===== config.mk =====
export PLATFORM = sky130hd
export DESIGN_NAME = cam_wr_ctrl
export DESIGN_NICKNAME = d
export VERILOG_FILES = /design/src/rtl/cam_wr_ctrl_pkg.sv /design/src/rtl/sync_fifo.sv /design/src/rtl/cam_wr_ctrl.sv
export SDC_FILE = /design/constraint.sdc
export NUM_CORES = 1
export LEC_CHECK = 0
export ABC_CLOCK_PERIOD_IN_PS = 6000
export CAP_MARGIN = 20
export CORE_MARGIN = 8
export CORE_UTILIZATION = 35
export CTS_CLUSTER_SIZE = 14
export DETAILED_ROUTE_END_ITERATION = 10
export DONT_BUFFER_PORTS = 1
export PLACE_DENSITY = 0.55
export SYNTH_ARGS = -nofsm -noshare
export SYNTH_HDL_FRONTEND = slang
export SYNTH_HIERARCHICAL = 1
export SYNTH_SLANG_ARGS = --single-unit

===== constraint.sdc =====
create_clock -name cmos_pclk -period 6 [get_ports cmos_pclk]
set_clock_uncertainty 0.15 [all_clocks]
set_input_delay 0.9 -clock cmos_pclk [delete_from_list [all_inputs] [get_ports cmos_pclk]]
set_output_delay 0.9 -clock cmos_pclk [all_outputs]
set_load 0.01 [all_outputs]

===== src/rtl/cam_wr_ctrl_pkg.sv =====
// Shared types and default sizing for the camera write controller.
package cam_wr_ctrl_pkg;

  typedef enum logic [1:0] {
    IDLE  = 2'd0,
    REQ   = 2'd1,
    BURST = 2'd2
  } wr_state_t;

  localparam int unsigned DEF_BURST_LEN   = 8;
  localparam int unsigned DEF_FIFO_DEPTH  = 16;
  localparam int unsigned DEF_FRAME_WORDS = 307200;

endpackage


===== src/rtl/sync_fifo.sv =====
// Single-clock pixel FIFO with flush; a push in the flush cycle lands in the emptied FIFO.
module sync_fifo
  import cam_wr_ctrl_pkg::*;
#(
  parameter int unsigned DW    = 16,
  parameter int unsigned DEPTH = DEF_FIFO_DEPTH,
  localparam int unsigned AW   = $clog2(DEPTH),
  localparam int unsigned CW   = AW + 1
) (
  input  logic          clk,
  input  logic          rst_n,
  input  logic          flush,
  input  logic          push,
  input  logic [DW-1:0] din,
  input  logic          pop,
  output logic [DW-1:0] dout_c,
  output logic [CW-1:0] count,
  output logic          full_c,
  output logic          empty_c
);

  logic [DW-1:0] mem [DEPTH];
  logic [AW-1:0] wr_ptr;
  logic [AW-1:0] rd_ptr;
  logic          push_ok;
  logic          pop_ok;

  assign full_c  = (count == CW'(DEPTH));
  assign empty_c = (count == '0);
  assign dout_c  = mem[rd_ptr];
  assign pop_ok  = pop && !empty_c && !flush;
  // A full FIFO still accepts a push when a pop frees a slot in the same cycle.
  assign push_ok = push && (flush || !full_c || pop_ok);

  always_ff @(posedge clk) begin
    if (push_ok) mem[flush ? AW'(0) : wr_ptr] <= din;
  end

  always_ff @(posedge clk or negedge rst_n) begin
    if (!rst_n) begin
      wr_ptr <= '0;
      rd_ptr <= '0;
      count  <= '0;
    end else if (flush) begin
      rd_ptr <= '0;
      wr_ptr <= push_ok ? AW'(1) : AW'(0);
      count  <= push_ok ? CW'(1) : CW'(0);
    end else begin
      if (push_ok) wr_ptr <= wr_ptr + AW'(1);
      if (pop_ok)  rd_ptr <= rd_ptr + AW'(1);
      case ({push_ok, pop_ok})
        2'b10:   count <= count + CW'(1);
        2'b01:   count <= count - CW'(1);
        default: count <= count;
      endcase
    end
  end

endmodule


===== src/rtl/cam_wr_ctrl.sv =====
// Buffers camera pixels and issues fixed-length write bursts to memory, one frame per vsyn fall.
// Define CAM_PINGPONG_EN to alternate frames between bank 0 and BANK_OFFSET (adds wr_bank).
module cam_wr_ctrl
  import cam_wr_ctrl_pkg::*;
#(
  parameter int unsigned       BURST_LEN   = DEF_BURST_LEN,
  parameter int unsigned       FIFO_DEPTH  = DEF_FIFO_DEPTH,
  parameter int unsigned       ADDR_W      = 22,
  parameter int unsigned       FRAME_WORDS = DEF_FRAME_WORDS,
  parameter logic [ADDR_W-1:0] BANK_OFFSET = ADDR_W'(22'h080000)
) (
  input  logic              cmos_pclk,
  input  logic              rst_n,
  input  logic              cmos_vsyn,
  input  logic [15:0]       data_16b,
  input  logic              data_16b_en,
  output logic              wr_req,
  output logic [ADDR_W-1:0] wr_addr,
  input  logic              wr_ack,
  output logic [15:0]       wr_data,
  output logic              wr_data_en,
  output logic              frame_done,
  output logic              ovf_err
`ifdef CAM_PINGPONG_EN
  ,
  output logic              wr_bank
`endif
);

  localparam int unsigned FCW = $clog2(FIFO_DEPTH) + 1;
  localparam int unsigned WCW = $clog2(FRAME_WORDS + 1);
  localparam int unsigned BCW = $clog2(BURST_LEN);

  wr_state_t         state;
  logic              vsyn_d1;
  logic              vsyn_d2;
  logic              pending;
  logic [BCW-1:0]    beat_cnt;
  logic [WCW-1:0]    word_cnt;
  logic [FCW-1:0]    fifo_count;
  logic              fifo_full_c;
  logic              fifo_empty_c;
  logic [15:0]       fifo_dout_c;
  logic              vsyn_neg_c;
  logic              flush_c;
  logic              pop_c;
  logic              last_beat_c;
  logic              frame_end_c;
  logic              bank_sel_c;
  logic [ADDR_W-1:0] bank_base_c;

  assign vsyn_neg_c  = vsyn_d2 & ~vsyn_d1;
  assign flush_c     = pending && (state == IDLE);
  assign pop_c       = (state == BURST);
  assign last_beat_c = (beat_cnt == BCW'(BURST_LEN - 1));
  assign frame_end_c = (word_cnt == WCW'(FRAME_WORDS - BURST_LEN));
`ifdef CAM_PINGPONG_EN
  assign bank_sel_c  = wr_bank;
`else
  assign bank_sel_c  = 1'b0;
`endif
  assign bank_base_c = bank_sel_c ? BANK_OFFSET : '0;

  sync_fifo #(
    .DW    (16),
    .DEPTH (FIFO_DEPTH)
  ) u_fifo (
    .clk     (cmos_pclk),
    .rst_n   (rst_n),
    .flush   (flush_c),
    .push    (data_16b_en),
    .din     (data_16b),
    .pop     (pop_c),
    .dout_c  (fifo_dout_c),
    .count   (fifo_count),
    .full_c  (fifo_full_c),
    .empty_c (fifo_empty_c)
  );

  // Frame sync edge detect, restart latch and sticky overflow.
  always_ff @(posedge cmos_pclk or negedge rst_n) begin
    if (!rst_n) begin
      vsyn_d1 <= 1'b0;
      vsyn_d2 <= 1'b0;
      pending <= 1'b0;
      ovf_err <= 1'b0;
    end else begin
      vsyn_d1 <= cmos_vsyn;
      vsyn_d2 <= vsyn_d1;
      if (vsyn_neg_c)   pending <= 1'b1;
      else if (flush_c) pending <= 1'b0;
      if (data_16b_en && fifo_full_c && !pop_c && !flush_c) ovf_err <= 1'b1;
    end
  end

  // Burst sequencing, address and frame accounting.
  always_ff @(posedge cmos_pclk or negedge rst_n) begin
    if (!rst_n) begin
      state      <= IDLE;
      wr_req     <= 1'b0;
      wr_addr    <= '0;
      beat_cnt   <= '0;
      word_cnt   <= '0;
      frame_done <= 1'b0;
    end else begin
      frame_done <= 1'b0;
      case (state)
        IDLE: begin
          if (flush_c) begin
            word_cnt <= '0;
            wr_addr  <= bank_base_c;
          end else if (!vsyn_neg_c && !fifo_empty_c && fifo_count >= FCW'(BURST_LEN)) begin
            state  <= REQ;
            wr_req <= 1'b1;
          end
        end
        REQ: begin
          if (wr_ack) begin
            state    <= BURST;
            wr_req   <= 1'b0;
            beat_cnt <= '0;
          end
        end
        BURST: begin
          beat_cnt <= beat_cnt + BCW'(1);
          if (last_beat_c) begin
            state   <= IDLE;
            wr_addr <= wr_addr + ADDR_W'(BURST_LEN);
            if (frame_end_c) begin
              word_cnt   <= '0;
              frame_done <= 1'b1;
            end else begin
              word_cnt <= word_cnt + WCW'(BURST_LEN);
            end
          end
        end
        default: state <= IDLE;
      endcase
    end
  end

  // Popped word is presented one cycle after the pop.
  always_ff @(posedge cmos_pclk or negedge rst_n) begin
    if (!rst_n) begin
      wr_data    <= '0;
      wr_data_en <= 1'b0;
    end else begin
      wr_data_en <= pop_c;
      if (pop_c) wr_data <= fifo_dout_c;
    end
  end

`ifdef CAM_PINGPONG_EN
  always_ff @(posedge cmos_pclk or negedge rst_n) begin
    if (!rst_n)          wr_bank <= 1'b0;
    else if (frame_done) wr_bank <= ~wr_bank;
  end
`endif

endmodule


**Yosys cells after proc, flatten, opt, wreduce, memory -nomap -nowiden**

Memory sizes are Yosys's and may differ from the RTL's. A register that Yosys moved wholly into a read port is not among the register bits.
Cells that the tools add are included.

- Register bits: 66
- Memory bits (writable): 256
- Word-level logic and storage cells: 101
- Output and inout port bits: 42
- Memories kept: 1
- Input port bits: 21

Memory list:

| memory | depth | bits a word | read ports | clocked after Yosys merged registers in | write ports | line | RTL |
|---|---|---|---|---|---|---|---|
| u_fifo.mem | 16 | 16 | 1 | 1 | 1 | sync_fifo.sv:22 | `logic [DW-1:0] mem [DEPTH];` |

- Magnitude comparators: 1
- Reductions and logical operators: 30
- Add/sub/neg operators: 7
- Mux-type cells: 34
- Bitwise logic cells: 2
- Equal/unequal tests: 12

Operator list:

| kind | count |
|---|---|
| $mux W19 | 3 |
| $mux W22 | 2 |
| $pmux W22 S2 | 1 |
| $pmux W19 S2 | 1 |
| $add A22 B4 Y22 const B | 1 |
| $mux W4 | 5 |
| $add A19 B4 Y19 const B | 1 |
| $eq A19 B19 Y1 const B | 1 |
| $mux W1 | 12 |
| $reduce_bool A2 Y1 | 6 |
| $pmux W5 S2 | 1 |
| $logic_and A1 B1 Y1 | 9 |
| $add A4 B1 Y4 const B | 2 |
| $mux W2 | 4 |
| $reduce_and A4 Y1 | 2 |
| $logic_not A1 Y1 | 6 |
| $ne A2 B1 Y1 const B | 3 |
| $pmux W2 S3 | 1 |
| $pmux W3 S2 | 1 |
| $add A5 B1 Y5 const B | 1 |
| $eq A5 B5 Y1 const B | 1 |
| $ge A5 B4 Y1 const B | 1 |
| $logic_not A5 Y1 | 1 |
| $mux W5 | 1 |
| other kinds (15) | 19 |

**Logic depth before layout (Yosys ltp)**

- Word-level depth: 9
- Mapped depth: 17

**Hierarchy**

The synthesis kept the hierarchy.

Modules (own cells, without submodules):

| module | cells an instance | area an instance (um^2) | instances |
|---|---|---|---|
| sync_fifo | 589 | 10,770.3 | 1 |
| cam_wr_ctrl | 336 | 3,065.4 | 1 |

**Least setup slack after synthesis**

Ideal clock, no wire load.

- Path kind: register to register
- Start point: register, netlist name beat_cnt[0]
- End point: memory u_fifo.mem[4][0] (enable)
- Setup slack: 1.719 ns
- Clock period less this slack: 4.281 ns
- Cell stages (with the launch flop): 11
- Library setup time: 0.430 ns
- Path buffers: 3
- Data arrival time: 3.700 ns
- Cell sequence: dfrtp_1 > ha_1 > ha_1 > mux2i_1 > or3_1 > buf_2 > inv_2 > clkbuf_1 > clkbuf_1 > or2_2 > nor4_1

RTL lines:

| element | line |
|---|---|
| end: declaration | sync_fifo.sv:22 |

==> impl_metrics.json <==
{
  "hpwl_mm": 20.20,
  "clkPwrFrac_pct": 32.2,
  "rsz0062_at_grt": "false",
  "num-fill-cells": 3590,
  "fin_crit_sh_pct": 73.58,
  "period_needed_ps": 4415,
  "pwr-share-comb_pct": 23.1,
  "start_kind": "flop",
  "worstSkewPairLatency_ps": 530,
  "irDropWorstVdd_uv": 279.7,
  "swShare_pct": 31.24,
  "seq_power_share_pct": 44.8,
  "totalWireLength_mm": 32.36,
  "synth_xor_area_share_pct": 0.6963,
  "layout_commonest_cell": "edfxtp_1",
  "relSlewSlack_pct": 33.14,
  "grt_max_degree": 100,
  "place_congestion": 0.7585,
  "synth_top_area_share_pct": 55.56,
  "timing_worst_setup_path_type": "reg2reg",
  "track_usage_pct": 13.70,
  "hold_buffers": 1,
  "ys_warn_count": 6,
  "internal-power_mw": 4.627,
  "ys_seq_area_share_pct": 69.31,
  "synth-edff-count": 256,
  "ys.flop_type": "edfxtp_1",
  "synthesis.instances": 925,
  "crit_path_end_kind": "flop",
  "cp_max_fo": 37,
  "yosys-top-cells-area": "edfxtp_1 (56%), dfrtp_1 (14%), mux2i_1 (5.3%)",
  "cp_data_required_time_ps": 6280,
  "grt_pass1_vias": 7829,
  "core_area_mm2": 0.03937,
  "cts-resized-gates": 0,
  "antenna_cells": 0,
  "cts_setup_buffers": 0,
  "cts-htree-levels": 2,
  "num_rows": 73,
  "setup_viol": 0,
  "clock_sinks": 332,
  "finalSetupTns_ps": 0,
  "power_density_mw_per_mm2": 431.1,
  "r2r_slack_ps": 1590,
  "maxSlewViolCount": 0,
  "synth.distinct_cells": 59,
  "vias": 7972,
  "status": "complete, no violations",
  "clkTransAtPathRegs_ps": 60,
  "final_hold_viol_count": 0,
  "start_util_pct": 35.15,
  "yosys.area.top_type": "edfxtp_1",
  "synth_fa_ha_area_share_pct": 0.9586,
  "drtIter0Drc": 620,
  "post-route-util_pct": 39.65,
  "grt_overflow": 0,
  "p_switching_mw": 2.102,
  "stdcell_count": 1477,
  "cts_root_buf": "clkbuf_16",
  "ys_ff_latch": 332,
  "fmax_ghz": 0.2265,
  "cts-buffers-inserted": 37,
  "area_delta_synth_final_pct": 12.81,
  "antenna_found_initial": 0,
  "drive_above_1_share_pct": 13.34,
  "dieArea_mm2": 0.04615,
  "worstReg2RegEnd": "u_fifo/count[4]",
  "cap_viol_max_count": 0,
  "async_flop_share_pct": 22.89,
  "cp_data_arrival_time_ps": 4690,
  "reg2reg_depth": 12,
  "die_x_um": 214.8,
  "die_h_um": 214.8,
  "drc_errors": 0,
  "grt_pass1_wl_mm": 49.22,
  "synth_compound_area_share_pct": 7.714,
  "syn_area_mm2": 0.01384,
  "routed_via_density": 5.397,
  "cts_tree": "done",
  "cts_buffer_depth": 3,
  "wl_per_cell_um": 21.91,
  "multi_input_area_mm2": 0.003983,
  "cp-startpoint": "beat_cnt[0]",
  "power.leakage_nw": 5.426,
  "nNetsFinal": 954,
  "portBuffers": 0,
  "worst_pin_slew_ps": 1002,
  "seqCellArea_mm2": 0.009593,
  "synth-simple-area-share_pct": 8.175,
  "power_mw": 6.730,
  "synthMuxAreaShare_pct": 10.73,
  "hp-class": "in2async",
  "layout_common_cells": "edfxtp_1 (256), nand2_1 (90), dfrtp_1 (75), mux2i_1 (73), clkbuf_16 (37)",
  "io_pins": 63,
  "r2r_start": "beat_cnt[0]",
  "synth.avg_cell_area_um2": 14.96,
  "synth_top_family_by_area": "multiplexers",
  "drt.antenna.violating_nets": 0,
  "dp_cells": 1408,
  "dr.pass1.iters": 5
}
-- layout make-up --
class,count,area share (%)
tap,525,4.208
timing repair buffer,14,0.8818
clock inverter,20,1.130
sequential,332,61.46
multi-input combinational,518,25.52
inverter,20,0.4810
clock buffer,48,6.325
-- stage by stage --
step	cell area [um2]	hold slack, ps	setup slack, ps
final	15610	104.5	1585
after global routing	15610	118.3	1270
after CTS	15610	113.4	1548
after detailed placement	14420	221.2	1590
after global placement	14420	215.4	1730
after floorplan	13840	204.3	1719
-- worst max path at each step --
stage | endpoint | depth (start not counted)
2_1_floorplan | u_fifo/mem[4][0] | 10
3_3_place_gp | u_fifo/count[4] | 12
3_5_place_dp | u_fifo/count[4] | 12
4_1_cts | u_fifo/count[4] | 12
5_1_grt | u_fifo/count[4] | 12
6_report | u_fifo/count[4] | 12
-- Yosys cell counts (6+ instances only) --
master    instances
o211ai_1          8
a22oi_1          17
buf_2            12
or3_1             7
nor2b_1           6
ha_1              9
dfrtp_1          76
mux4_2           32
xnor2_1           6
or4_1             6
nand2_1          90
buf_4             7
edfxtp_1        256
nand3_1          19
nand4_1          11
clkbuf_1         37
a221oi_1         33
inv_1            17
mux2i_1          73
nor2_1           38
o21ai_0          34
nor4_1           10
a21oi_1          24
nor3_1            7
nand2b_1         15
-- registers in the layout, indices dropped and copies added, names as in the netlist, 2 cells and up --
| name | count |
|---|---|
| beat_cnt | 3 |
| state | 2 |
| u_fifo/mem | 256 |
| u_fifo/wr_ptr | 4 |
| word_cnt | 16 |
| u_fifo/rd_ptr | 4 |
| u_fifo/count | 5 |
| wr_addr | 19 |
| wr_data | 16 |
-- cells by family after synthesis --
| group | after synthesis |
|---|---|
| fa+ha+maj | 10 |
| compound gates | 154 |
| flops | 332 |
| simple gates | 232 |
| mux | 108 |
| buf+inv | 77 |
| xor+xnor | 11 |
| other cells | 1 |
-- power groups by stage --
| stage | Sequential [mW] | Combinational [mW] | Clock (mW) |
|---|---|---|---|
| floorplan | 2.93 | 1.19 | 0 |
| global placement | 3.05 | 1.53 | 0 |
| detailed placement | 3.06 | 1.55 | 0 |
| CTS | 3.02 | 1.56 | 2.22 |
| global route | 3.05 | 1.69 | 2.32 |
| finish | 3.01 | 1.55 | 2.16 |
-- metal layers --
layer	wire, um	GRT usage, %
met2	14900	21.39
met1	14650	19.25
met5	0	0
met3	2275	3.146
met4	542	3.176
-- critical path, stage by stage, from the launching register on --
cell and delay, ps:
dfrtp_1 410, ha_1 220, ha_1 220, mux2i_1 630
or3_1 380, inv_2 340, nor2_1 270, nand3_1 170
fa_1 440, nand2b_1 160, a21oi_1 300, mux2_2 380
a221oi_1 250
(Power assumes the default switching activity.)
==> RTL change 1: new RTL, same flow settings <==
Put one more register stage on the output `ovf_err`, without a reset. The value now appears one clock later. The other outputs are not delayed to match.
--- a/src/rtl/cam_wr_ctrl.sv
+++ b/src/rtl/cam_wr_ctrl.sv
@@ -30,6 +30,8 @@
   localparam int unsigned FCW = $clog2(FIFO_DEPTH) + 1;
   localparam int unsigned WCW = $clog2(FRAME_WORDS + 1);
   localparam int unsigned BCW = $clog2(BURST_LEN);
+
+  logic ovf_err_s0;
 
   wr_state_t         state;
   logic              vsyn_d1;
@@ -83,13 +85,13 @@
       vsyn_d1 <= 1'b0;
       vsyn_d2 <= 1'b0;
       pending <= 1'b0;
-      ovf_err <= 1'b0;
+      ovf_err_s0 <= 1'b0;
     end else begin
       vsyn_d1 <= cmos_vsyn;
       vsyn_d2 <= vsyn_d1;
       if (vsyn_neg_c)   pending <= 1'b1;
       else if (flush_c) pending <= 1'b0;
-      if (data_16b_en && fifo_full_c && !pop_c && !flush_c) ovf_err <= 1'b1;
+      if (data_16b_en && fifo_full_c && !pop_c && !flush_c) ovf_err_s0 <= 1'b1;
     end
   end
 
@@ -157,5 +159,9 @@
   end
 `endif
 
+  always_ff @(posedge cmos_pclk) begin
+    ovf_err <= ovf_err_s0;
+  end
+
 endmodule
 
Function: no difference found for any inputs over 10 cycles, from zero or initial values and one cycle with rst_n low; that may be too few to reach the edited logic, so the function may still have changed.
==> RTL change 1 against the unedited design <==
Total power shrank 1.0%. Count of clock-buffer cells in the layout is the same. Area after synthesis grew 0.14%. Routed wire length is 5.0% higher. Sequential share of layout area is 0.35 points higher. Cell area fell by 0.35%. Worst setup slack gained 0.12 ns. Core utilization decreased by 0.14 points. Sequential cell count increased by 1. Critical endpoint unchanged. Sequential power grew 3%.
==> RTL change 1: results (changes against the unedited design) <==
total congestion overflow 0 (unchanged); sequential fraction of the synthesis area 69.4% (about the same); Synth cell types 60 (+1.7%); worst-margin pin slew 1.01 ns (+0.0106 ns); Layout Cells excl Fill 1473 (-0.27%); Critical R2R Launch beat_cnt[0]$_DFFE_PN0P_; DRT Wirelength 34.0 mm (+5.0%); share of cells above drive strength 1 12.4% (-0.89 points); EDFF count, synth 256 (unchanged); dpl cell area 0.0144 mm² (about the same); GR Util met1 18.9% (-0.30 points); Compound-Gate Fraction of Synth Area 7.70% (-0.011 points); status completed; CTS tree built; clk slew on worst S/H paths 0.06 ns (about the same); Place WS 1.70 ns (+0.109 ns); crit path max fanout 20 (-46%); worst skew pair latency 0.52 ns; Post-Synth XOR/XNOR Area 0.695% (-0.0010 points); DP HPWL 21.9 mm (+8.6%); ranking of synthesized cells by area edfxtp_1 55%, dfrtp_1 14%, mux2i_1 5.3%; largest net degree at the start of global routing 77 (-23%); DRT iter0 DRCs 836 (+35%); gr usage total 14.4% (+0.72 points); nets 953 (-0.10%); Max IR drop VDD 0.193 mV (-31%); vias in the first global route 7883 (+0.69%); met3 Resource Use GR 4.02% (+0.87 points); area share of fa/ha/maj cells after synthesis 0.957% (-0.0014 points); number of fill cells 3621 (+0.86%); Leakage 5.39 nW (-0.59%); most instantiated cells after synthesis 256 x edfxtp_1, 90 x nand2_1, 76 x dfrtp_1; met2 Usage GRT 23.3% (+1.9 points); routability cong. 0.816 (+7.6%); dominant synthesized flop cell edfxtp_1; antenna cells 0 (unchanged); total CTS buffers 36 (-2.7%); initial antenna violation count 0 (unchanged); Clock power frac 31.4% (-0.8 points); maximum level of the CTS H-tree 2 (unchanged); seq pwr 0.00311 W (+3%); pwr dens 428 mW/mm² (-0.65%); Crit path arrival time 4.57 ns (-0.12 ns); Internal Pwr Total 0.00459 W (-0.72%); Post-Syn Instances 926 (+0.11%); first-pass GRT wire length 51.0 mm (+3.7%); post-synthesis mux area share 10.7% (-0.016 points); vias per cell 5.41 (+0.20%); ys async rst share 22.8% (-0.069 points); Largest regs u_fifo/mem (256), wr_addr (19)
-- RTL change 1: area by class of cell --
class                           count  area [µm²]  share of cell area [%]
Tap cell                          525         657                    4.22
Sequential cell                   333        9610                    61.8
Clock buffer                       48         967                    6.22
Multi-Input combinational cell    518        3980                    25.6
Timing Repair Buffer               13         130                   0.837
Inverter                           20        75.1                   0.483
Clock inverter                     16         129                   0.829
-- RTL change 1: final timing paths --
kind | endpoint | slack (ns) | depth (start not counted)
max in group asynchronous | u_fifo/rd_ptr[0]$_DFFE_PN0P_ | 5.23 | 1
min in group cmos_pclk | vsyn_d2$_DFF_PN0_ | 0.23 | 0
hold reg to reg | vsyn_d2$_DFF_PN0_ | 0.23 | 0
setup reg to reg | u_fifo/count[4]$_DFFE_PN0P_ | 1.70 | 12
hold / removal | u_fifo/count[3]$_DFFE_PN0P_ | 0.12 | 1
setup / recovery | u_fifo/count[4]$_DFFE_PN0P_ | 1.70 | 12
-- RTL change 1: kinds of logic after synthesis --
logic type	Yosys count
compound gates	154
xor+xnor	11
fa+ha+maj	10
buf+inv	77
flops	333
mux	108
other cells	1
simple gates	232
-- RTL change 1: critical path, cell delays in order (launching register included) --
cell	delay, ns
dfrtp_1	0.41
ha_1	0.21
ha_1	0.21
mux2i_1	0.63
or3_1	0.37
inv_2	0.26
nor2_1	0.24
nand3_1	0.15
fa_1	0.45
nand2b_1	0.16
a21oi_1	0.30
mux2_2	0.39
a221oi_1	0.26
-- RTL change 1: timing repair --
action                    4_1_cts  5_1_grt
hold endpoints to repair       76        0
buffers inserted                0        0
hold buffers                    1        0
-- RTL change 1: per-layer routing --
layer	wire [µm]	share of wire (%)
met1	14700	43
met3	2300	6.8
met4	722	2.1
met5	0	0
met2	16300	48
==> RTL change 2: new RTL, same settings <==
Made on the original files. Change the parameter `ADDR_W` from 22 to 26.
--- a/src/rtl/cam_wr_ctrl.sv
+++ b/src/rtl/cam_wr_ctrl.sv
@@ -5,7 +5,7 @@
 #(
   parameter int unsigned       BURST_LEN   = DEF_BURST_LEN,
   parameter int unsigned       FIFO_DEPTH  = DEF_FIFO_DEPTH,
-  parameter int unsigned       ADDR_W      = 22,
+  parameter int unsigned       ADDR_W      = 26,
   parameter int unsigned       FRAME_WORDS = DEF_FRAME_WORDS,
   parameter logic [ADDR_W-1:0] BANK_OFFSET = ADDR_W'(22'h080000)
 ) (
Ports: changed (resized wr_addr); port bits go from 63 to 67. The function was not compared with the original's and may differ.
==> RTL change 2 against the unedited design <==
Total power shrank 3.8%. Cell area grew 2.5%. Final cell count grew 1.8%. Area after synthesis is 2.5% higher. Non-clock buffer count increased by 3. Global-route usage decreased by 0.060 points. Routed wire length grew 0.67%. Sequential cell count up 4. Worst setup slack better by 0.69 ns. Critical path type unchanged.
==> RTL change 2: results (changes against the unedited design) <==
dpl cell area 0.0148 mm² (+2.8%); ranking of synthesized cells by area edfxtp_1 54%, dfrtp_1 14%, mux2i_1 5.4%; mean post-synth cell area 14.9 µm² (-0.17%); antenna cells 0 (unchanged); Max-slew headroom 25.8% (-7.3 points); GR Util met1 18.4% (-0.84 points); total CTS buffers 37 (unchanged); Leakage 5.53 nW (+1.9%); DP HPWL 19.8 mm (-1.7%); clock buffer depth 3 (unchanged); nets 980 (+2.7%); crit path max fanout 37 (unchanged); vias in the first global route 8086 (+3.3%); sequential fraction of the synthesis area 68.3% (-1.0 points); Synth cell types 68 (+15%); largest net degree at the start of global routing 100 (unchanged); DRT Pass-1 Iters 5 (unchanged); CTS Root Buffer Type clkbuf_16; Largest regs u_fifo/mem (256), wr_addr (23); post-CTS resize count 0 (unchanged); met2 Usage GRT 21.6% (+0.17 points); number of fill cells 3611 (+0.58%); DRT Wirelength 32.6 mm (+0.67%); Max IR drop VDD 0.224 mV (-20%); routability cong. 0.766 (+1.0%); vias per cell 5.40 (about the same); Crit path arrival time 3.72 ns (-0.97 ns); Hold WC Path Type in2async; met3 Resource Use GR 3.63% (+0.49 points); EDFF count, synth 256 (unchanged); Layout Cells excl Fill 1503 (+1.8%); Cells after DPL 1432 (+1.7%); share of cells above drive strength 1 15.2% (+1.9 points); ys async rst share 23.8% (+0.92 points); worst skew pair latency 0.53 ns (about the same); first-pass GRT wire length 50.1 mm (+1.8%); clk slew on worst S/H paths 0.06 ns (about the same); dominant synthesized flop cell edfxtp_1; status completed; gr usage total 13.6% (-0.060 points); most instantiated cells after synthesis 256 x edfxtp_1, 96 x nand2_1, 80 x dfrtp_1; DRT iter0 DRCs 667 (+7.6%)
==> RTL change 2: worst paths after layout <==
path | startpoint | endpoint | slack [ns] | depth (start not counted)
max reg2reg | state[0]$_DFFE_PN0P_ | u_fifo/mem[14][12]$_DFFE_PP_ | 2.27 | 6
max | state[0]$_DFFE_PN0P_ | u_fifo/mem[14][12]$_DFFE_PP_ | 2.27 | 6
max in group asynchronous | rst_n | u_fifo/rd_ptr[0]$_DFFE_PN0P_ | 5.18 | 1
min | rst_n | word_cnt[10]$_DFFE_PN0P_ | 0.14 | 1
min reg2reg | vsyn_d1$_DFF_PN0_ | vsyn_d2$_DFF_PN0_ | 0.25 | 0
min in group cmos_pclk | cmos_vsyn | vsyn_d1$_DFF_PN0_ | 0.25 | 0
==> RTL change 2: cells by family after synthesis <==
kind of cell             count (synthesis)  synth area share, %
AO/OA/AOI/OAI                          157                 7.77
XOR/XNOR                                 9                0.556
adder cells (fa/ha/maj)                 10                0.935
buffers and inverters                   79                 2.43
flip-flops                             336                 68.3
multiplexers                           112                 10.8
other                                    1               0.0264
AND/OR/NAND/NOR                        246                 9.22
==> RTL change 2: per-layer routing <==
| layer | wire (µm) | part of all wire [%] |
|---|---|---|
| met1 | 14600 | 45 |
| met2 | 15000 | 46 |
| met3 | 2280 | 7.0 |
| met4 | 729 | 2.2 |
| met5 | 0 | 0 |
==> RTL change 2: critical path, stage by stage, from the launching register on <==
cell      delay, ns
dfrtp_1        0.47
nand2b_1       0.22
inv_2          0.56
nand2b_1       0.29
o21ai_2        0.11
or4b_2         0.74
nor2_2         0.80
==> RTL change 2: area by class of cell <==
class                   count  area share [%]
flip-flops and latches    336            60.6
multi-input cells         537            26.4
clock buffers              45            6.17
well taps                 525            4.11
repair buffers             17            1.42
clock inverters            23           0.845
inverters                  20           0.469
==> RTL change 2: stage by stage <==
| stage | util (%) | hold WS [ns] | setup slack, ns |
|---|---|---|---|
| 6_report | 40.1 | 0.138 | 2.27 |
| 5_1_grt | 40.1 | 0.146 | 2.03 |
| 4_1_cts | 40.0 | 0.140 | 2.23 |
| 3_5_place_dp | 37.1 | 0.235 | 2.25 |
| 3_3_place_gp | 36.9 | 0.243 | 2.11 |
| 2_1_floorplan | - | 0.204 | 2.08 |
==> RTL change 2: where the power goes <==
part	internal (W)	total [W]	switching (W)	leakage, nW
registers	0.00277	0.00302	0.000247	3.37
logic	0.000569	0.00136	0.000796	1.62
clock network	0.00118	0.00209	0.000911	0.546
==> RTL change 2: what timing repair did <==
action | 4_1_cts | 5_1_grt
hold buffers | 1 | 0
buffers inserted | 0 | 0
hold endpoints to repair | 80 | 0
